===== src/rtl/vec_exec_pkg.sv =====
`default_nettype none
// ============================================================================
// Module      : vec_exec_pkg
// Description : Shared types for the vector execute stage: ALU opcodes, FSM
//               states and the beat-count helper.
// Revision    : 1.0 - initial release
// ============================================================================
package vec_exec_pkg;

    typedef enum logic [2:0] {
        OP_ADD  = 3'd0,
        OP_SUB  = 3'd1,
        OP_AND  = 3'd2,
        OP_OR   = 3'd3,
        OP_XOR  = 3'd4,
        OP_SLL  = 3'd5,
        OP_SRL  = 3'd6,
        OP_RSV7 = 3'd7
    } alu_op_t;

    typedef enum logic [1:0] {
        ST_IDLE = 2'd0,
        ST_RUN  = 2'd1,
        ST_DONE = 2'd2
    } exec_state_t;

    function automatic int calc_beats(input int items, input int lanes);
        return (items + lanes - 1) / lanes;
    endfunction

endpackage
`default_nettype wire


===== src/rtl/vec_exec_lane_alu.sv =====
`default_nettype none
// ============================================================================
// Module      : lane_alu
// Description : Combinational single-element ALU. With VEC_EXEC_SAT_ARITH_EN
//               defined, ADD/SUB saturate instead of wrapping.
// Revision    : 1.0 - initial release
// ============================================================================
module lane_alu
    import vec_exec_pkg::*;
#(
    parameter int L = 8
) (
    input  logic [L-1:0] i_a,
    input  logic [L-1:0] i_b,
    input  alu_op_t      i_op,
    output logic [L-1:0] o_result
);

    localparam int c_sh_w = $clog2(L);

    logic [c_sh_w-1:0] w_sh;
    assign w_sh = i_b[c_sh_w-1:0];

`ifdef VEC_EXEC_SAT_ARITH_EN
    // Extra MSB carries the overflow / borrow that selects the clamp value.
    logic [L:0] w_sum;
    logic [L:0] w_diff;
    assign w_sum  = {1'b0, i_a} + {1'b0, i_b};
    assign w_diff = {1'b0, i_a} - {1'b0, i_b};
`else
    logic [L-1:0] w_sum;
    logic [L-1:0] w_diff;
    assign w_sum  = i_a + i_b;
    assign w_diff = i_a - i_b;
`endif

    always_comb begin
        o_result = '0;
        case (i_op)
`ifdef VEC_EXEC_SAT_ARITH_EN
            OP_ADD:  o_result = w_sum[L]  ? '1 : w_sum[L-1:0];
            OP_SUB:  o_result = w_diff[L] ? '0 : w_diff[L-1:0];
`else
            OP_ADD:  o_result = w_sum;
            OP_SUB:  o_result = w_diff;
`endif
            OP_AND:  o_result = i_a & i_b;
            OP_OR:   o_result = i_a | i_b;
            OP_XOR:  o_result = i_a ^ i_b;
            OP_SLL:  o_result = i_a << w_sh;
            OP_SRL:  o_result = i_a >> w_sh;
            OP_RSV7: o_result = '0;
            default: o_result = '0;
        endcase
    end

endmodule
`default_nettype wire


===== src/rtl/vec_exec_stage.sv =====
`default_nettype none
// ============================================================================
// Module      : vec_exec_stage
// Description : Lane-serial vector/scalar execute stage feeding the memory
//               stage through a valid/ack handshake. Optional saturating
//               ADD/SUB via VEC_EXEC_SAT_ARITH_EN.
// Revision    : 1.0 - initial release
// ============================================================================
module vec_exec_stage
    import vec_exec_pkg::*;
#(
    parameter int I     = 20,
    parameter int L     = 8,
    parameter int LANES = 4
) (
    input  logic           clk,
    input  logic           rst,
    input  logic           start,
    input  logic           op_type,
    input  logic [2:0]     alu_op,
    input  logic           bcast_b,
    input  logic [I*L-1:0] vec_a,
    input  logic [I*L-1:0] vec_b,
    input  logic [L-1:0]   sca_a,
    input  logic [L-1:0]   sca_b,
    output logic           ready,
    output logic           busy,
    output logic           result_valid,
    input  logic           result_ack,
    output logic [I*L-1:0] aluResultV,
    output logic [L-1:0]   aluResultS
);

    localparam int c_beats  = calc_beats(I, LANES);
    localparam int c_beat_w = (c_beats > 1) ? $clog2(c_beats) : 1;
    localparam int c_idx_w  = $clog2(c_beats * LANES) + 1;

    exec_state_t           r_state;
    logic [c_beat_w-1:0]   r_beat;
    logic [I*L-1:0]        r_vec_a;
    logic [I*L-1:0]        r_vec_b;
    logic [L-1:0]          r_sca_a;
    logic [L-1:0]          r_sca_b;
    logic                  r_op_type;
    alu_op_t               r_alu_op;
    logic                  r_bcast;
    logic [I*L-1:0]        r_res_v;
    logic [L-1:0]          r_res_s;
    logic                  r_valid;

    logic [L-1:0]          w_a   [LANES];
    logic [L-1:0]          w_b   [LANES];
    logic [L-1:0]          w_res [LANES];
    logic [c_idx_w-1:0]    w_idx [LANES];
    logic [c_idx_w-1:0]    w_sel [LANES];
    logic [LANES-1:0]      w_in_range;
    logic                  w_accept;
    logic                  w_last;

    assign ready        = (r_state == ST_IDLE) | ((r_state == ST_DONE) & result_ack);
    assign busy         = (r_state == ST_RUN);
    assign result_valid = r_valid;
    assign aluResultV   = r_res_v;
    assign aluResultS   = r_res_s;
    assign w_accept     = start & ready;
    assign w_last       = (r_beat == c_beat_w'(c_beats - 1));

    generate
        for (genvar j = 0; j < LANES; j++) begin : g_lane
            // Lanes past the end of the vector on a partial last beat are
            // steered to element 0 and their results discarded.
            assign w_idx[j]      = c_idx_w'(r_beat) * c_idx_w'(LANES) + c_idx_w'(j);
            assign w_in_range[j] = (w_idx[j] < c_idx_w'(I));
            assign w_sel[j]      = w_in_range[j] ? w_idx[j] : '0;
            assign w_a[j]        = r_op_type ? r_vec_a[w_sel[j]*L +: L] : r_sca_a;
            assign w_b[j]        = (r_op_type && !r_bcast) ? r_vec_b[w_sel[j]*L +: L] : r_sca_b;

            lane_alu #(.L(L)) u_lane_alu (
                .i_a      (w_a[j]),
                .i_b      (w_b[j]),
                .i_op     (r_alu_op),
                .o_result (w_res[j])
            );
        end
    endgenerate

    always_ff @(posedge clk or negedge rst) begin
        if (!rst) begin
            r_state   <= ST_IDLE;
            r_beat    <= '0;
            r_vec_a   <= '0;
            r_vec_b   <= '0;
            r_sca_a   <= '0;
            r_sca_b   <= '0;
            r_op_type <= 1'b0;
            r_alu_op  <= OP_ADD;
            r_bcast   <= 1'b0;
            r_res_v   <= '0;
            r_res_s   <= '0;
            r_valid   <= 1'b0;
        end else begin
            if (w_accept) begin
                r_vec_a   <= vec_a;
                r_vec_b   <= vec_b;
                r_sca_a   <= sca_a;
                r_sca_b   <= sca_b;
                r_op_type <= op_type;
                r_alu_op  <= alu_op_t'(alu_op);
                r_bcast   <= bcast_b;
                r_beat    <= '0;
            end
            case (r_state)
                ST_IDLE: begin
                    if (start) r_state <= ST_RUN;
                end
                ST_RUN: begin
                    if (!r_op_type) begin
                        r_res_s <= w_res[0];
                        r_valid <= 1'b1;
                        r_state <= ST_DONE;
                    end else begin
                        for (int j = 0; j < LANES; j++) begin
                            if (w_in_range[j]) r_res_v[w_sel[j]*L +: L] <= w_res[j];
                        end
                        if (w_last) begin
                            r_valid <= 1'b1;
                            r_state <= ST_DONE;
                        end else begin
                            r_beat <= r_beat + c_beat_w'(1);
                        end
                    end
                end
                ST_DONE: begin
                    if (result_ack) begin
                        r_valid <= 1'b0;
                        r_state <= start ? ST_RUN : ST_IDLE;
                    end
                end
                default: r_state <= ST_IDLE;
            endcase
        end
    end

endmodule
`default_nettype wire

===== config.mk =====
export PLATFORM = sky130hd
export DESIGN_NAME = vec_exec_stage
export DESIGN_NICKNAME = d
export VERILOG_FILES = /design/src/rtl/vec_exec_pkg.sv /design/src/rtl/vec_exec_lane_alu.sv /design/src/rtl/vec_exec_stage.sv
export SDC_FILE = /design/constraint.sdc
export NUM_CORES = 2
export LEC_CHECK = 0
export CAP_MARGIN = 10
export CORE_UTILIZATION = 49
export DETAILED_ROUTE_END_ITERATION = 10
export GPL_TIMING_DRIVEN = 0
export PLACE_DENSITY = 0.89
export SLEW_MARGIN = 20
export SYNTH_ARGS = -nofsm -noshare
export SYNTH_HDL_FRONTEND = slang
export SYNTH_SLANG_ARGS = --single-unit

===== constraint.sdc =====
create_clock -name clk -period 5.41 [get_ports clk]
set_clock_uncertainty 0.15 [all_clocks]
set_input_delay 0.8115 -clock clk [delete_from_list [all_inputs] [get_ports clk]]
set_output_delay 0.8115 -clock clk [all_outputs]
set_load 0.005 [all_outputs]

==> impl_metrics.tcl <==
set metrics [dict create \
    tns_ps 0 \
    drt_iter0_drc 3813 \
    multiInputGateArea_um2 14980 \
    switching_share_pct 50.54 \
    drc 0 \
    startpoint_type "flip-flop" \
    rsz0062_at_grt "true" \
    core_um2 58030 \
    layout-drive-gt1-share_pct 10.20 \
    num_vias 29399 \
    crit_fanout 11 \
    overflow 0 \
    endpoint_kind "flip-flop" \
    drv_slew 0 \
    nFillCells 4670 \
    cp-startpoint "r_beat[0]" \
    cts_sinks 515 \
    total_power_w 0.03123 \
    grtUsageMet2_pct 64.91 \
    hold_viol 0 \
    via_per_inst 6.202 \
    status "finished, final reports clean" \
    sequentialPowerShare_pct 21.8 \
    synth-edff-count 0 \
    r2r_start "r_beat[0]" \
    die_h_um 244.9 \
    synthFlopType "dfrtp_1" \
    nNetsFinal 4382 \
    htree_levels 2 \
    first_global_vias 28705 \
    grt_max_degree 105 \
    cts.clk_slew.worst_paths_ps 70 \
    start_util_pct 49.83 \
    ys_warn_count 0 \
    area_growth_syn_to_layout_pct 30.65 \
    synth_nets 3783 \
    ys_ff_latch 515 \
    hold_path_class "reg2reg" \
    r2r_cells 21 \
    p_sw_w 0.01578 \
    syn_area_um2 28920 \
    gr-usage-met1_pct 51.64 \
    grt.busiest_layer "met2" \
    powerDensity_nw_per_um2 826.6 \
    p_leak_nw 17.65 \
    antenna_found_initial 6 \
    layout_min_cycle_time_ps 5367 \
    ys_types 101 \
    num_rows 88 \
    grt_util_met3_pct 11.34 \
    gp_congestion 1.075 \
    synthesis.instances 3326 \
    final_util_pct 65.11 \
    die_w_um 244.9 \
    grt_pass1_wl_mm 183.7 \
    hp-start "r_vec_a[84]" \
    async_flop_share_pct 100.0 \
    worst_slew_pin_slew_ps 1147 \
    wl_per_cell_um 26.69 \
    dp_hpwl_mm 96.04 \
    slew_headroom_pct 22.74 \
    ctsLongestPathBuffers 3 \
    seq_area_um2 12890 \
    holdWs_ps 323.0 \
    setup_violations 0 \
    ir_drop_v 0.0005255 \
    fmax_mhz 186.3 \
    r2r_setup_slack_ps 40 \
    die_area_um2 59990 \
    clkPwrFrac_pct 13.1 \
    insertion_delay_ps 650 \
    wl_mm 126.5 \
    p_int_w 0.01544 \
    cts_made_buffers 55 \
    io_pins 516 \
    grt_usage_pct 41.56 \
    combPwrFrac_pct 65.1 \
    drtPass1Iterations 8 \
    post-place-ws_ps -1959 \
    ant_nets 0 \
    synth.avg_cell_area_um2 8.694 \
    critPathArrivalTime_ps 5720 \
    worst_ep_required_time_ps 5760 \
    cts_root_buffer "clkbuf_16" \
    path_class "reg2reg" \
    seq_area_frac_synth_pct 44.57 \
    fin_crit_sh_pct 99.20 \
    io_buffers 515 \
    cts_tree "built" \
    drv_cap 0 \
    worst_slack_ps 43.26 \
]
[state kept, by name, indices dropped and copies added, names as in the netlist, 2 cells and up, named ones only]
name / cells
r_state: 2
r_beat: 3
aluResultS: 8
r_alu_op: 3
r_sca_b: 8
r_sca_a: 8
r_vec_a: 160
aluResultV: 120
r_vec_b: 160
[how the worst min path moves through the flow]
stage / slack (ps) / cells after the start / to
after global placement: 300 / 2 / r_vec_b[54]
after detailed placement: 310 / 2 / r_vec_a[66]
after global routing: 340 / 2 / r_vec_a[158]
after CTS: 320 / 2 / r_vec_a[66]
after floorplan: 290 / 2 / r_sca_b[2]
final: 320 / 2 / r_vec_a[84]
[synthesized netlist by cell type (32+ instances only)]
library cell | number | area (µm²)
a21oi_1 | 92 | 460.4
a22o_1 | 32 | 280.3
buf_2 | 37 | 185.2
clkbuf_1 | 143 | 536.8
dfrtp_1 | 515 | 12890
ha_1 | 108 | 1351
inv_1 | 74 | 277.8
mux2_2 | 100 | 1126
mux2i_1 | 99 | 991.0
nand2_1 | 1223 | 4591
nor2_1 | 111 | 416.7
o21ai_0 | 161 | 805.8
xnor2_1 | 42 | 367.9
[repair_timing]
action                                 in CTS  in global routing
pin swaps                                   6                 19
resized for setup                          73                 60
endpoints found under the hold margin      30                  0
hold buffers                                1                  0
setup endpoints to repair                 150                 59
setup buffers                               6                 19
[layer usage]
layer | routed length, µm | vias up
li1 | - | 12509
met5 | 111 | -
met2 | 56050 | 2117
met1 | 46920 | 14218
met4 | 8883 | 12
met3 | 14540 | 543
[worst max-delay path, stage by stage, from the launching register on]
cell and delay, ps:
dfrtp_1 410, buf_12 150, inv_4 60, clkbuf_16 180
clkbuf_16 180, ha_2 200, or2b_1 270, clkbuf_2 270
mux2i_1 230, o311ai_1 510, clkdlybuf4s18_2 370, inv_1 90
ha_1 250, fa_1 480, nor2b_1 130, o21ai_0 80
nand2b_1 170, a21o_1 140, a21oi_1 70, xnor2_1 330
nor2_1 200, o31ai_2 290
[power by group through the flow]
| stage | registers (W) | logic [W] | clock network, W |
|---|---|---|---|
| 2_1_floorplan | 0.00629 | 0.0119 | 0 |
| 3_3_place_gp | 0.00670 | 0.0182 | 0 |
| 3_5_place_dp | 0.00674 | 0.0185 | 0 |
| 4_1_cts | 0.00672 | 0.0191 | 0.00408 |
| 5_1_grt | 0.00691 | 0.0215 | 0.00422 |
| 6_report | 0.00682 | 0.0203 | 0.00408 |
[stage by stage]
stage                     instance area [µm²]  instances
after floorplan                         28920       3326
after global placement                  35030       4606
after detailed placement                35220       4614
after CTS                               37430       4720
after global routing                    37770       4736
final                                   37780       4740
[cells in the final DEF (no fill, tap or decap), types with 19 or more instances in the layout]
cell type,synthesis,routed
ha_1,108,107
a31oi_1,24,24
o31ai_1,27,26
clkbuf_16,0,58
nor3_1,28,26
mux2_2,100,93
nand2_1,1223,1220
o21ai_0,161,146
a21oi_1,92,88
buf_2,37,25
o21ai_1,13,19
a22oi_1,28,28
nor2b_1,25,24
buf_4,8,32
a211oi_1,28,27
nand3_1,28,28
inv_1,74,70
buf_6,16,25
clkdlybuf4s50_1,0,514
a22o_1,32,32
nor2_1,111,109
dfrtp_1,515,515
xnor2_1,42,42
clkbuf_1,143,134
nand2b_1,29,29
mux2i_1,99,98
[cell type report]
| cell class | count | area share [%] |
|---|---|---|
| multi-input combinational | 2515 | 39.64 |
| clock buffer | 74 | 4.127 |
| antenna | 4 | 0.02650 |
| buffer | 203 | 2.944 |
| sequential | 515 | 34.11 |
| tap | 765 | 2.534 |
| timing repair buffer | 549 | 14.68 |
| inverter | 86 | 0.9406 |
| clock inverter | 29 | 0.9969 |
[kinds of logic (layout without fill, tap and decap cells)]
group / count (synthesis) / in the layout / synth area share, %
compound gates: 629 / 629 / 15.29
mux: 208 / 208 / 7.862
flops: 515 / 515 / 44.57
other cells: 0 / 4 / 0
xor+xnor: 50 / 50 / 1.514
buf+inv: 296 / 941 / 4.548
fa+ha+maj: 113 / 113 / 4.985
simple gates: 1515 / 1515 / 21.23
(Power assumes the default switching activity.)
